<file path="config.mk">
export PLATFORM = sky130hd
export DESIGN_NAME = rv32i_run_monitor
export DESIGN_NICKNAME = d
export VERILOG_FILES = /design/src/rtl/rv32i_mon_pkg.sv /design/src/rtl/mon_trace_fifo.sv /design/src/rtl/rv32i_run_monitor.sv
export SDC_FILE = /design/constraint.sdc
export NUM_CORES = 1
export LEC_CHECK = 0
export CAP_MARGIN = 5
export CORE_MARGIN = 2
export CORE_UTILIZATION = 60
export CTS_CLUSTER_DIAMETER = 40
export CTS_CLUSTER_SIZE = 30
export DETAILED_ROUTE_END_ITERATION = 6
export DONT_BUFFER_PORTS = 1
export HOLD_SLACK_MARGIN = 0.06
export PLACE_DENSITY = 0.76
export SLEW_MARGIN = 20
export SYNTH_ARGS = -nofsm -noshare
export SYNTH_HDL_FRONTEND = slang
export SYNTH_SLANG_ARGS = --single-unit
</file>
<file path="constraint.sdc">
create_clock -name clk -period 27.8 [get_ports clk]
set_input_delay 8.34 -clock clk [delete_from_list [all_inputs] [get_ports clk]]
set_output_delay 8.34 -clock clk [all_outputs]
set_load 0.01 [all_outputs]
</file>
<file path="src/rtl/rv32i_mon_pkg.sv">
// Shared constants and types for the rv32i run monitor.
package rv32i_mon_pkg;

    // Reasons a run stopped, as presented on halt_reason.
    localparam logic [1:0] HALT_NONE    = 2'd0;
    localparam logic [1:0] HALT_ENV     = 2'd1;
    localparam logic [1:0] HALT_LOOP    = 2'd2;
    localparam logic [1:0] HALT_TIMEOUT = 2'd3;

    // Instruction words that end a program.
    localparam logic [31:0] INSTR_ECALL  = 32'h0000_0073;
    localparam logic [31:0] INSTR_EBREAK = 32'h0010_0073;
    localparam logic [31:0] INSTR_EMPTY  = 32'h0000_0000;

    // Supervisor states.
    typedef enum logic [1:0] {
        ST_IDLE  = 2'd0,
        ST_RUN   = 2'd1,
        ST_DRAIN = 2'd2,
        ST_DONE  = 2'd3
    } mon_state_t;

    // True for the environment-call encodings (ECALL / EBREAK).
    function automatic logic is_env_instr(input logic [31:0] word);
        return (word == INSTR_ECALL) || (word == INSTR_EBREAK);
    endfunction

endpackage

</file>
<file path="src/rtl/mon_trace_fifo.sv">
// Synchronous FIFO for trace entries. The head entry is driven straight from
// registered storage and the registered read pointer, so an entry written at
// one edge is visible right after it. A push into a full FIFO with no pop in
// the same cycle is dropped and flagged on o-side "drop".
module mon_trace_fifo #(
    parameter int WIDTH = 8,
    parameter int DEPTH = 8
) (
    input  logic             clk,
    input  logic             rst,
    input  logic             clear,
    input  logic             push,
    input  logic             pop,
    input  logic [WIDTH-1:0] din,
    output logic [WIDTH-1:0] dout,
    output logic             empty,
    output logic             drop
);

    localparam int PTR_W = $clog2(DEPTH);
    localparam int CNT_W = $clog2(DEPTH + 1);

    logic [WIDTH-1:0] r_mem [DEPTH];
    logic [PTR_W-1:0] r_wr_ptr;
    logic [PTR_W-1:0] r_rd_ptr;
    logic [CNT_W-1:0] r_count;

    logic w_full;
    logic w_do_pop;
    logic w_do_push;

    assign empty     = (r_count == '0);
    assign w_full    = (r_count == CNT_W'(DEPTH));
    assign w_do_pop  = pop && !empty;
    // A pop in the same cycle frees a slot, so a full FIFO still accepts.
    assign w_do_push = push && (!w_full || w_do_pop);
    assign drop      = push && w_full && !w_do_pop;
    // Outputs read as zero while nothing is stored.
    assign dout      = empty ? '0 : r_mem[r_rd_ptr];

    // Storage write.
    // NOTE: the data array carries no reset; validity is tracked by the
    // pointers and count alone, which keeps the array as plain RAM.
    always_ff @(posedge clk) begin
        if (w_do_push) begin
            r_mem[r_wr_ptr] <= din;
        end
    end

    // Pointer and occupancy bookkeeping.
    // NOTE: sequential state uses non-blocking assignments so every register
    // samples the values from before the edge, independent of statement order.
    always_ff @(posedge clk) begin
        if (rst || clear) begin
            r_wr_ptr <= '0;
            r_rd_ptr <= '0;
            r_count  <= '0;
        end else begin
            if (w_do_push) begin
                r_wr_ptr <= r_wr_ptr + PTR_W'(1);
            end
            if (w_do_pop) begin
                r_rd_ptr <= r_rd_ptr + PTR_W'(1);
            end
            case ({w_do_push, w_do_pop})
                2'b10:   r_count <= r_count + CNT_W'(1);
                2'b01:   r_count <= r_count - CNT_W'(1);
                default: r_count <= r_count;
            endcase
        end
    end

endmodule

</file>
<file path="src/rtl/rv32i_run_monitor.sv">
// Run supervisor for the rv32i core: watches the fetch stream, decides when
// the program has ended, counts cycles and fetches, and buffers a trace of
// every fetch for a ready/valid consumer.
module rv32i_run_monitor
    import rv32i_mon_pkg::*;
#(
    parameter int ADDR_W      = 16,
    parameter int CNT_W       = 32,
    parameter int MAX_CYCLES  = 64,
    parameter int TRACE_DEPTH = 8,
    parameter int SELF_LOOP_N = 2,
    parameter bit HALT_ON_ENV = 1'b1
) (
    input  logic              clk,
    input  logic              rst,
    input  logic              start,
    input  logic              instr_valid,
    input  logic [ADDR_W-1:0] instr_addr,
    input  logic [31:0]       instruction,
    output logic              trace_valid,
    input  logic              trace_ready,
    output logic [CNT_W-1:0]  trace_index,
    output logic [ADDR_W-1:0] trace_addr,
    output logic [31:0]       trace_instr,
    output logic              busy,
    output logic              done,
    output logic [1:0]        halt_reason,
    output logic [CNT_W-1:0]  cycle_count,
    output logic [CNT_W-1:0]  instr_count,
    output logic              trace_overflow
);

    localparam int LOOP_W  = $clog2(SELF_LOOP_N + 1);
    localparam int ENTRY_W = CNT_W + ADDR_W + 32;

    mon_state_t        r_state;
    mon_state_t        w_state_next;
    logic              w_start_run;

    logic [CNT_W-1:0]  r_cycle_count;
    logic [CNT_W-1:0]  r_instr_count;
    logic [1:0]        r_halt_reason;
    logic              r_overflow;
    logic [ADDR_W-1:0] r_last_addr;
    logic              r_have_last;
    logic [LOOP_W-1:0] r_loop_cnt;

    logic              w_run;
    logic              w_fetch;
    logic [CNT_W-1:0]  w_cycle_next;
    logic [LOOP_W-1:0] w_loop_next;
    logic              w_env_hit;
    logic              w_loop_hit;
    logic              w_timeout_hit;
    logic              w_halt;
    logic [1:0]        w_halt_code;

    logic [ENTRY_W-1:0] w_fifo_dout;
    logic               w_fifo_empty;
    logic               w_fifo_drop;

    // Halt detection on the current RUN cycle.
    assign w_run         = (r_state == ST_RUN);
    assign w_fetch       = w_run && instr_valid;
    assign w_cycle_next  = r_cycle_count + CNT_W'(1);
    assign w_loop_next   = (r_have_last && (instr_addr == r_last_addr))
                         ? r_loop_cnt + LOOP_W'(1) : '0;
    assign w_env_hit     = w_fetch && ((HALT_ON_ENV && is_env_instr(instruction))
                                       || (instruction == INSTR_EMPTY));
    assign w_loop_hit    = w_fetch && (w_loop_next == LOOP_W'(SELF_LOOP_N));
    assign w_timeout_hit = w_run && (w_cycle_next == CNT_W'(MAX_CYCLES));
    assign w_halt        = w_env_hit || w_loop_hit || w_timeout_hit;
    assign w_halt_code   = w_env_hit  ? HALT_ENV  :
                           w_loop_hit ? HALT_LOOP :
                           w_timeout_hit ? HALT_TIMEOUT : HALT_NONE;

    // State register.
    always_ff @(posedge clk) begin
        if (rst) begin
            r_state <= ST_IDLE;
        end else begin
            r_state <= w_state_next;
        end
    end

    // Next-state logic; start is only honoured from IDLE or DONE.
    // NOTE: every signal gets a default before the case so no path leaves it
    // unassigned, which would otherwise infer a latch.
    always_comb begin
        w_state_next = r_state;
        w_start_run  = 1'b0;
        case (r_state)
            ST_IDLE, ST_DONE: begin
                if (start) begin
                    w_state_next = ST_RUN;
                    w_start_run  = 1'b1;
                end
            end
            ST_RUN: begin
                if (w_halt) begin
                    w_state_next = ST_DRAIN;
                end
            end
            ST_DRAIN: begin
                if (w_fifo_empty) begin
                    w_state_next = ST_DONE;
                end
            end
            default: w_state_next = ST_IDLE;
        endcase
    end

    // Counters, loop tracker and latched halt reason; frozen outside RUN.
    always_ff @(posedge clk) begin
        if (rst || w_start_run) begin
            r_cycle_count <= '0;
            r_instr_count <= '0;
            r_halt_reason <= HALT_NONE;
            r_last_addr   <= '0;
            r_have_last   <= 1'b0;
            r_loop_cnt    <= '0;
        end else if (w_run) begin
            r_cycle_count <= w_cycle_next;
            if (instr_valid) begin
                r_instr_count <= r_instr_count + CNT_W'(1);
                r_last_addr   <= instr_addr;
                r_have_last   <= 1'b1;
                r_loop_cnt    <= w_loop_next;
            end
            if (w_halt) begin
                r_halt_reason <= w_halt_code;
            end
        end
    end

    // Sticky record of any trace entry lost to a full FIFO.
    always_ff @(posedge clk) begin
        if (rst || w_start_run) begin
            r_overflow <= 1'b0;
        end else if (w_fifo_drop) begin
            r_overflow <= 1'b1;
        end
    end

    mon_trace_fifo #(
        .WIDTH (ENTRY_W),
        .DEPTH (TRACE_DEPTH)
    ) u_trace_fifo (
        .clk   (clk),
        .rst   (rst),
        .clear (w_start_run),
        .push  (w_fetch),
        .pop   (trace_valid && trace_ready),
        .din   ({r_instr_count, instr_addr, instruction}),
        .dout  (w_fifo_dout),
        .empty (w_fifo_empty),
        .drop  (w_fifo_drop)
    );

    assign trace_valid    = !w_fifo_empty;
    assign {trace_index, trace_addr, trace_instr} = w_fifo_dout;
    assign busy           = (r_state == ST_RUN) || (r_state == ST_DRAIN);
    assign done           = (r_state == ST_DONE);
    assign halt_reason    = r_halt_reason;
    assign cycle_count    = r_cycle_count;
    assign instr_count    = r_instr_count;
    assign trace_overflow = r_overflow;

endmodule

</file>
== Yosys cells after proc, flatten, opt, wreduce, memory -nomap -nowiden ==
Memory sizes are Yosys's and may differ from the RTL's. A register that Yosys moved wholly into a read port is not among the register bits.
Index checks and enable logic that the tools add are counted.

* Add/sub/neg operators: 7
* Multiply operators: 0
* Divide/modulo/power cells: 0
* Order comparisons: 0
* Equal/unequal tests: 14
* Shift operators: 0
* Mux-type cells: 16
* Bitwise logic cells: 0
* Reduce and logical (&&, ||, !) cells: 28

{| class="wikitable"
|+ Operators by type and width
! operator !! count
|-
| $mux W80 || 1
|-
| $add A32 B1 Y32 const B || 2
|-
| $eq A32 B7 Y1 const B || 2
|-
| $eq A32 B21 Y1 const B || 1
|-
| $logic_not A32 Y1 || 1
|-
| $eq A16 B16 Y1 || 1
|-
| $mux W2 || 7
|-
| $logic_and A1 B1 Y1 || 10
|-
| $eq A2 B2 Y1 const B || 4
|-
| $pmux W4 S2 || 1
|-
| $logic_or A1 B1 Y1 || 7
|-
| $add A3 B1 Y3 const B || 2
|-
| $mux W3 || 2
|-
| $pmux W2 S3 || 1
|-
| $add A4 B1 Y4 const B || 1
|-
| $eq A2 B1 Y1 const B || 2
|-
| $eq A4 B4 Y1 const B || 1
|-
| $logic_not A4 Y1 || 1
|-
| $mux W1 || 4
|-
| $ne A2 B1 Y1 const B || 2
|-
| $reduce_and A2 Y1 || 2
|-
| $sub A4 B1 Y4 const B || 1
|-
| $logic_not A1 Y1 || 3
|-
| $reduce_and A3 Y1 || 1
|-
| 5 further kinds || 5
|}

* Register bits: 98
* Latch bits: 0
* Bits in writable memories: 640
* Bits in read-only memories: 0
* Memories kept: 1

{| class="wikitable"
|+ Memories
! memory !! words !! width !! read ports !! clocked after memory_dff !! write ports !! line !! text
|-
| u_trace_fifo.r_mem || 8 || 80 || 1 || 1 || 1 || mon_trace_fifo.sv:23 || <nowiki>logic [WIDTH-1:0] r_mem [DEPTH];</nowiki>
|}

== Logic depth before layout (Yosys ltp) ==
Gate-level depths: netlist (run 1).

* Word-level depth: 9
* Gate-level depth with buffers: 13
* Mapped depth without buffers: 12

== Hierarchy ==
From an unflattened synthesis (run 1), not the netlist that was laid out.

* Cell total of the unflattened synthesis: 1679
* Area total of the unflattened synthesis: 29505.8 um^2

{| class="wikitable"
|+ By module, submodules not included
! module !! instances !! cells each !! area each (um^2)
|-
| mon_trace_fifo || 1 || 1105 || 24920.2
|-
| rv32i_run_monitor || 1 || 574 || 4585.6
|}

== Worst setup path after synthesis (run 1) ==
OpenSTA, ideal clock, no wires.

* Path kind: input to register
* From: input instr_valid
* To: memory u_trace_fifo.r_mem[5][0] in the netlist's numbering, enable pin
* Library setup time: 0.633 ns
* Arrival time: 14.779 ns
* Path slack: 12.388 ns
* Stages: 5
* Path buffers: 1
* Path through: nand2_1 clkbuf_1 nor2_1 nand2_1 nor3b_1

* Cells in the longest elaborated chain, start to end: 4

{| class="wikitable"
|+ RTL lines
! element !! line !! text
|-
| start, declared || rv32i_run_monitor.sv:17 || <nowiki>input logic instr_valid,</nowiki>
|-
| $logic_and A1 B1 Y1 || rv32i_run_monitor.sv:64 || <nowiki>assign w_fetch = w_run && instr_valid;</nowiki>
|-
| $logic_and A1 B1 Y1 || mon_trace_fifo.sv:36 || <nowiki>assign w_do_push = push && (!w_full || w_do_pop);</nowiki>
|-
| $mux W1 || mon_trace_fifo.sv:45 || <nowiki>if (w_do_push) begin</nowiki>
|-
| $mux W1 (implied by the code) || mon_trace_fifo.sv:46 || <nowiki>r_mem[r_wr_ptr] <= din;</nowiki>
|-
| end, declared || mon_trace_fifo.sv:23 ||
|}

No other way between the ends.

==> flow_summary_export.csv, run 1 <==
group,metric,value,unit
place,pre_cts_slack,15780,ps
floorplan,die_area,0.0506,mm2
sta,tightest_slew,1070,ps
yosys,synth_warnings,0,
finish,nets,1742,
setup_path,worstPathArrival,4200,ps
floorplan,die_y,225,um
finish,drive_gt1_frac,0.220,
clock_tree,clk_latency,650,ps
clock_tree,cts_resized,0,
yosys,synth_top_area_share,0.657,
setup_path,cp-end-kind,"output pin",
sta,slew_violations,0,
sta,rsz0062_at_grt,"false",
clock_tree,cts_hold_buf,0,
route,wl,61900,um
grt,antenna_found_initial,0,
power_and_ir_drop,powerDensity,82.3,mW/mm2
floorplan,coreArea,0.0479,mm2
sta,tns,0,ps
sta,slew-limit-headroom,0.284,
sta,hold_viol_final,0,
yosys,ys_seq_elements,741,
clock_tree,cts_buffers,92,
finish,n_antenna_cell,0,
grt,overflow,0,
sta,skew,27.7,ps
yosys,yosys_most_used_dff,"edfxtp_1",
place,port_buffers,0,
clock_tree,clock-root-buffer,"clkbuf_16",
floorplan,num_rows,80,
clock_tree,path_clk_slew,60,ps
finish,final_core_util,0.693,
place,dp_hpwl,33600,um
sta,setup_viol,0,
yosys,synth_area,0.0293,mm2
route,drtAntennaViolNets,0,
yosys,synth_cells,1643,
route,vias,15016,
yosys,yosys-top-cells-area,"edfxtp_1, mux4_2, dfxtp_1, mux2i_1, nor2_1",
grt,grt_pass1_vias,15486,
clock_tree,cts_tree,"yes",
place,place_congestion,0.803,
hold_path,hold_class,"reg2reg",
floorplan,start_util,0.610,
sta,max_freq,79.7,MHz
setup_path,path_class,"reg2out",
route,routedWlPerCell,26.1,um
finish,area.growth.synth_to_final,13.6,%
status,status,"finished, final reports clean",
yosys,synth_edf_count,640,
floorplan,dieWidth,225,um
sta,period_share,0.451,
setup_path,reg2reg_depth,12,
power_and_ir_drop,power_leakage,10.2,nW
setup_path,worstSetupStartpointType,"register",
sta,whs,474,ps
clock_tree,cts_setup_buffers,0,
clock_tree,h-tree-depth,3,
setup_path,crit_fanout,49,
yosys,yosysUniqueCellTypes,56,
grt,grt_start_max_net_pins,98,
power_and_ir_drop,ir_drop,0.0634,mV
yosys,yosysTopAreaCell,"edfxtp_1",
clock_tree,clock-sinks,741,
yosys,synth_area_per_cell,17.8,um2
run,maxCapViolCount,0,
grt,grtUsageTotal,0.250,
clock_tree,clock_path_buffers,3,
sta,fin_ws,15260,ps
route,routed_via_density,6.33,
route,firstDrtPassIters,5,
hold_path,holdPathStages,2,
power_and_ir_drop,total_power,2.74,mW
setup_path,cp.required,19460,ps
route,drc,0,
yosys,synth_fp_nets,1707,
sta,min_period,12540,ps
grt,grt_pass1_wl,93600,um
yosys,ys_async_sr_fraction,0,
floorplan,ioPinCount,203,
route,drtIter0Drc,1165,
yosys,ys_seq_area_frac,0.726,
-- final timing paths --
check / slack [ps] / start / to
worst max-delay path: 15260 / register / trace_index[10]
worst min-delay path: 470 / r_loop_cnt[0] / r_loop_cnt[0]
worst max register to register: 24440 / r_state[1] / instr_count[31]
worst min register to register: 470 / r_loop_cnt[0] / r_loop_cnt[0]
-- Yosys cell counts (2+ instances only) --
cell	instances
nor2_1	161
buf_2	14
and4_1	6
dfxtp_1	101
buf_1	23
a311oi_1	2
clkbuf_1	46
mux4_2	160
edfxtp_1	640
mux2i_1	85
nand4_1	23
ha_1	10
nor3_1	19
a31oi_1	3
o21ai_0	20
nand2b_1	2
xnor2_1	32
inv_1	9
and3_1	12
or3_1	20
a211oi_1	5
nand4_2	2
a21o_1	2
nor3b_1	3
xor2_1	45
and2_1	4
nand2_1	79
nand3_1	32
a21oi_1	42
nor4_1	10
a211o_1	2
buf_4	5
-- placed cells by master, fill, tap and decap left out, drive strengths merged, types with 3 or more instances in the layout --
cell type / instances
a211oi: 5
clkinv: 30
and3: 13
buf: 29
or3: 21
clkinvlp: 9
bufinv: 7
and4: 7
xor2: 45
nor3: 20
dfxtp: 101
nor4: 12
edfxtp: 640
nand2: 79
nand3: 34
mux4: 160
ha: 10
nor2: 161
clkbuf: 93
inv: 43
o21ai: 20
nor3b: 3
and2: 4
xnor2: 32
mux2i: 85
a31oi: 3
a21oi: 43
nand4: 25
-- worst max-delay path: stages (launching register included) --
cell and delay, ps:
dfxtp_4 760, buf_4 870, buf_4 800, mux4_2 590
mux2i_1 290, nor2_1 130
-- routing by layer --
layer | vias up | share of wire | global-route usage
met4 | 0 | 0.021 | 0.0705
met2 | 595 | 0.49 | 0.403
met3 | 98 | 0.090 | 0.0798
met5 | - | 0 | 0
met1 | 7766 | 0.40 | 0.332
li1 | 6557 | - | -
-- per-stage QoR --
stage / area, um2 / std cells
6_report: 33200 / 2372
3_5_place_dp: 30000 / 2199
3_3_place_gp: 30000 / 2199
2_1_floorplan: 29300 / 1643
5_1_grt: 33200 / 2372
4_1_cts: 33200 / 2372
-- flip-flops by register name, summed over array words and instances, names as in the netlist, named ones only --
register               count
u_trace_fifo.r_mem       640
cycle_count               32
instr_count               32
r_last_addr               16
u_trace_fifo.r_count       4
u_trace_fifo.r_rd_ptr      3
u_trace_fifo.r_wr_ptr      3
halt_reason                2
r_loop_cnt                 2
r_state                    2
r_have_last                1
trace_overflow             1
-- layout make-up --
class | count | area (um2)
multi-input cells | 805 | 7690
inverters | 9 | 33.8
flip-flops and latches | 741 | 21300
well taps | 615 | 769
clock inverters | 80 | 965
repair buffers | 29 | 218
fillers | 2925 | 14700
clock buffers | 93 | 2320
-- where the power goes --
part	internal, mW	switching (mW)	total, mW
sequential	1.23	0.0174	1.25
clock	0.710	0.525	1.23
combinational	0.0935	0.155	0.249
-- cells by family (layout without fill, tap and decap cells) --
| group | after synthesis | count (layout) | share of synthesized area |
|---|---|---|---|
| muxes | 247 | 247 | 0.153 |
| adders and majority gates | 11 | 11 | 0.00496 |
| buffers and inverters | 97 | 211 | 0.0137 |
| AOI/OAI and AO/OA | 83 | 83 | 0.0165 |
| DFF | 741 | 741 | 0.726 |
| and+or+nand+nor | 387 | 387 | 0.0632 |
| xor gates and xnor gates | 77 | 77 | 0.0230 |
Note: power is estimated with default switching activity, not from simulation.
==> run 2, diff against run 1 <==
CORE_UTILIZATION = 57   (was 60)
PLACE_DENSITY = 0.75   (was 0.76)
clock period = 10.07 ns   (was 27.8 ns; I/O delays follow)
==> run 2 against run 1 <==
Against the previous run: design area fell by 0.10%; via count fell by 0.47%; register-to-register slack got worse by 18000 ps; clock power rose to 2.7 times the previous value; clock skew rose by 0.83 ps; wire length fell by 2.5%; critical path type unchanged.
==> flow_summary_export.csv, run 2 (same netlist as run 1, synthesis figures left out) <==
group,metric,value,unit
status,status,"finished, final reports clean",
clock_tree,cts_hold_buf,0,
finish,layout_commonest_cell,"edfxtp_1",
sta,tightest_slew,1060,ps
clock_tree,clk_latency,640,ps
sta,rsz0062_at_grt,"false",
floorplan,die_y,231,um
power_and_ir_drop,powerDensity,224,mW/mm2
floorplan,num_rows,83,
sta,skew,28.6,ps
clock_tree,clock_path_buffers,3,
clock_tree,clock-sinks,741,
setup_path,path_class,"reg2out",
clock_tree,cts_setup_buffers,0,
place,port_buffers,0,
power_and_ir_drop,ir_drop,0.217,mV
floorplan,coreArea,0.0510,mm2
route,drtAntennaViolNets,0,
clock_tree,path_clk_slew,60,ps
clock_tree,clock-root-buffer,"clkbuf_16",
place,place_congestion,0.828,
sta,hold_viol_final,0,
finish,final_cell_area,0.0332,mm2
finish,layout_common_cells,"edfxtp_1, mux4_2, nor2_1",
grt,overflow,0,
route,firstDrtPassIters,7,
setup_path,cp-end-kind,"output pin",
setup_path,reg2reg_depth,12,
finish,regMostFlops,"u_trace_fifo.r_mem",
setup_path,critPathSlowestCell,"dfxtp_4",
grt,grt_pass1_vias,15249,
clock_tree,cts_resized,0,
sta,max_freq,154,MHz
grt,grt_start_max_net_pins,98,
setup_path,max_stage_delay,1030,ps
place,placed_area,0.0300,mm2
setup_path,cp.required,7050,ps
finish,n_antenna_cell,0,
setup_path,crit_chain,"buf_4 -> mux4_2 -> mux2i_1 -> nor2_1",
grt,grtUsageTotal,0.230,
clock_tree,h-tree-depth,3,
setup_path,r2r_slack,6720,ps
floorplan,ioPinCount,203,
sta,period_share,0.645,
setup_path,worstPathArrival,3470,ps
route,wl,60400,um
floorplan,die_area,0.0532,mm2
sta,slew-limit-headroom,0.286,
route,routedWlPerCell,24.9,um
route,drc,0,
power_and_ir_drop,power_leakage,10.1,nW
finish,drive_gt1_frac,0.214,
clock_tree,cts_tree,"yes",
finish,final_core_util,0.651,
sta,whs,466,ps
setup_path,worstSetupStartpointType,"register",
setup_path,crit_fanout,66,
route,vias,14945,
hold_path,hold_class,"reg2reg",
floorplan,dieWidth,231,um
sta,slew_violations,0,
sta,setup_viol,0,
hold_path,holdPathStages,2,
finish,nFillCells,3350,
finish,largest_reg_flops,640,
route,drtIter0Drc,1087,
run,maxCapViolCount,0,
setup_path,critPathTopFamily,"flip-flops",
finish,area.growth.synth_to_final,13.5,%
grt,grt_pass1_wl,91600,um
sta,tns,0,ps
route,routed_via_density,6.15,
grt,antenna_found_initial,2,
place,dp_hpwl,33200,um
clock_tree,cts_buffers,88,
finish,nets,1737,
setup_path,worst-path-stages,4,
floorplan,start_util,0.574,
setup_path,crit_buf_inv,1,
sta,min_period,6490,ps
## run 2: layout make-up
type	count	area [um2]	area share
clock inverter	72	912	0.0275
multi-input combinational	805	7700	0.232
sequential	741	21300	0.640
clock buffer	94	2230	0.0673
inverter	9	33.8	0.00102
tap	680	851	0.0256
timing repair buffer	28	230	0.00693
## run 2: tightest hold or removal path, cell delays in order (launching register included)
cell	delay, ps
dfxtp_1	310
nand2_1	50
a21oi_1	50
## run 2: path summary, 6_finish.rpt
check,start,to
max,register,trace_index[2]
max reg2reg,r_state[1],instr_count[27]
min reg2reg,r_last_addr[0],r_last_addr[0]
min,r_last_addr[0],r_last_addr[0]
## run 2: routing by layer
| layer | routed length [um] | vias up | track usage |
|---|---|---|---|
| met2 | 29300 | 512 | 0.365 |
| met3 | 5350 | 95 | 0.0652 |
| met5 | 16 | - | 0 |
| met1 | 24500 | 7812 | 0.314 |
| li1 | - | 6524 | - |
| met4 | 1220 | 2 | 0.0726 |
## run 2: where the power goes
part,total (mW),internal [mW],switching (mW)
sequential,3.45,3.41,0.0419
combinational,0.689,0.261,0.428
clock,3.30,1.94,1.35
total,7.44,5.61,1.82
## run 2: stage by stage
step | worst slack [ps] | cells | power [mW]
floorplan | 35.6 | 1643 | 4.04
global placement | 3940 | 2262 | 4.20
detailed placement | 3950 | 2262 | 4.21
CTS | 3280 | 2428 | 7.51
global route | 3400 | 2429 | 7.69
finish | 3580 | 2429 | 7.44
==> run 3, diff against run 2 <==
CORE_UTILIZATION = 60   (was 57)
PLACE_DENSITY = 0.76   (was 0.75)
clock period = 6 ns   (was 10.07 ns; I/O delays follow)
==> run 3 against run 2 <==
Against the previous run: global-route usage rose by 1.8 points; worst setup slack got worse by 2300 ps; power rose by 72%; design area rose by 0.81%; die area fell by 4.9%; first-iteration DRC count rose by 7.6%; worst hold slack improved by 3.9 ps; register-to-register slack got worse by 4500 ps; non-clock buffer count rose by 4; wire length rose by 1.5%; highest routed layer unchanged.
==> flow_summary_export.csv, run 3 (same netlist as run 1, synthesis figures left out) <==
group,metric,value,unit
finish,nets,1746,
sta,setup_viol,0,
sta,slew_violations,0,
setup_path,cp.required,4200,ps
finish,layout_commonest_cell,"edfxtp_1",
power_and_ir_drop,power_leakage,10.2,nW
clock_tree,cts_tree,"yes",
setup_path,crit_fanout,41,
grt,grtUsageTotal,0.248,
floorplan,coreArea,0.0479,mm2
clock_tree,cts_setup_buffers,0,
finish,regMostFlops,"u_trace_fifo.r_mem",
sta,min_period,4730,ps
floorplan,die_area,0.0506,mm2
run,maxCapViolCount,0,
setup_path,cp-end-kind,"output pin",
power_and_ir_drop,ir_drop,0.227,mV
finish,n_antenna_cell,0,
status,status,"finished, final reports clean",
finish,multi_input_area,0.00773,mm2
finish,nFillCells,2902,
clock_tree,path_clk_slew,70,ps
clock_tree,cts_resized,0,
floorplan,die_y,225,um
grt,overflow,0,
sta,slew-limit-headroom,0.291,
setup_path,worstPathArrival,2930,ps
route,drc,0,
grt,grt_start_max_net_pins,98,
sta,tightest_slew,1060,ps
finish,area.growth.synth_to_final,14.4,%
route,vias,14954,
sta,max_freq,211,MHz
setup_path,critPathTopFamily,"flip-flops",
power_and_ir_drop,powerDensity,382,mW/mm2
finish,largest_reg_flops,640,
sta,rsz0062_at_grt,"false",
place,dp_hpwl,35100,um
floorplan,dieWidth,225,um
route,wl,61300,um
clock_tree,clock-sinks,741,
finish,drive_gt1_frac,0.220,
floorplan,start_util,0.610,
floorplan,ioPinCount,203,
route,drtIter0Drc,1170,
setup_path,crit_buf_inv,1,
route,routed_via_density,6.29,
power_and_ir_drop,total_power,12.8,mW
sta,tns,0,ps
clock_tree,clk_latency,650,ps
clock_tree,h-tree-depth,3,
place,port_buffers,0,
hold_path,hold_class,"reg2reg",
route,drtAntennaViolNets,0,
setup_path,critPathSlowestCell,"dfxtp_4",
sta,hold_viol_final,0,
route,routedWlPerCell,25.8,um
grt,grt_pass1_wl,93200,um
setup_path,worstSetupStartpointType,"register",
route,firstDrtPassIters,5,
finish,layout.area.seq,0.0213,mm2
clock_tree,cts_hold_buf,0,
clock_tree,clock-root-buffer,"clkbuf_16",
sta,skew,33.8,ps
sta,period_share,0.789,
setup_path,path_class,"reg2out",
floorplan,num_rows,80,
clock_tree,clock_path_buffers,3,
clock_tree,cts_buffers,93,
setup_path,crit_chain,"buf_4 -> mux4_2 -> mux2i_1 -> nor2_1",
setup_path,max_stage_delay,910,ps
finish,layout_common_cells,"edfxtp_1, mux4_2, nor2_1",
grt,antenna_found_initial,1,
place,place_congestion,0.822,
grt,grt_pass1_vias,15629,
run 3: final timing paths:
| path | endpoint | start | cells past startpoint | slack, ps |
|---|---|---|---|---|
| setup / recovery | trace_index[7] | register | 4 | 1270 |
| hold / removal | r_last_addr[7] | r_last_addr[7] | 2 | 470 |
| setup reg to reg | r_state[1] | r_state[1] | 10 | 2200 |
| hold reg to reg | r_last_addr[7] | r_last_addr[7] | 2 | 470 |
run 3: final cells by class:
| type | instances | area share |
|---|---|---|
| inverters | 9 | 0.00101 |
| repair buffers | 32 | 0.00990 |
| well taps | 615 | 0.0230 |
| clock inverters | 77 | 0.0297 |
| flip-flops and latches | 741 | 0.635 |
| clock buffers | 99 | 0.0708 |
| multi-input cells | 805 | 0.231 |
run 3: layer usage:
layer	global-route usage	vias up	routed length, um
met4	0.0690	2	1260
met3	0.0707	86	5040
met2	0.415	540	31100
met1	0.321	7758	24000
li1	-	6568	-
met5	0	-	16
run 3: power by group:
group	switching [mW]	internal (mW)	total, mW
sequential	0.0870	5.72	5.81
combinational	0.709	0.453	1.16
clock	2.41	3.42	5.83
run 3: per-stage QoR:
stage               instances  area, um2  setup WS, ps  hold slack [ps]   util
finish                   2378      33500          1270              470  0.698
global route             2378      33500          1040              495  0.698
CTS                      2378      33500          1120              470  0.698
floorplan                1643      29300         -60.8              440      -
global placement         2202      30100          1360              447  0.628
detailed placement       2202      30100          1320              462  0.628
run 3: worst register-to-register path: cells and delay by family, from the launching register on:
family | cells | cell delay (ps)
flip-flops | 1 | 330
buffers and inverters | 2 | 330
AO/OA/AOI/OAI | 1 | 220
multiplexers | 1 | 330
adder cells (fa/ha/maj) | 1 | 140
AND/OR/NAND/NOR | 5 | 2350
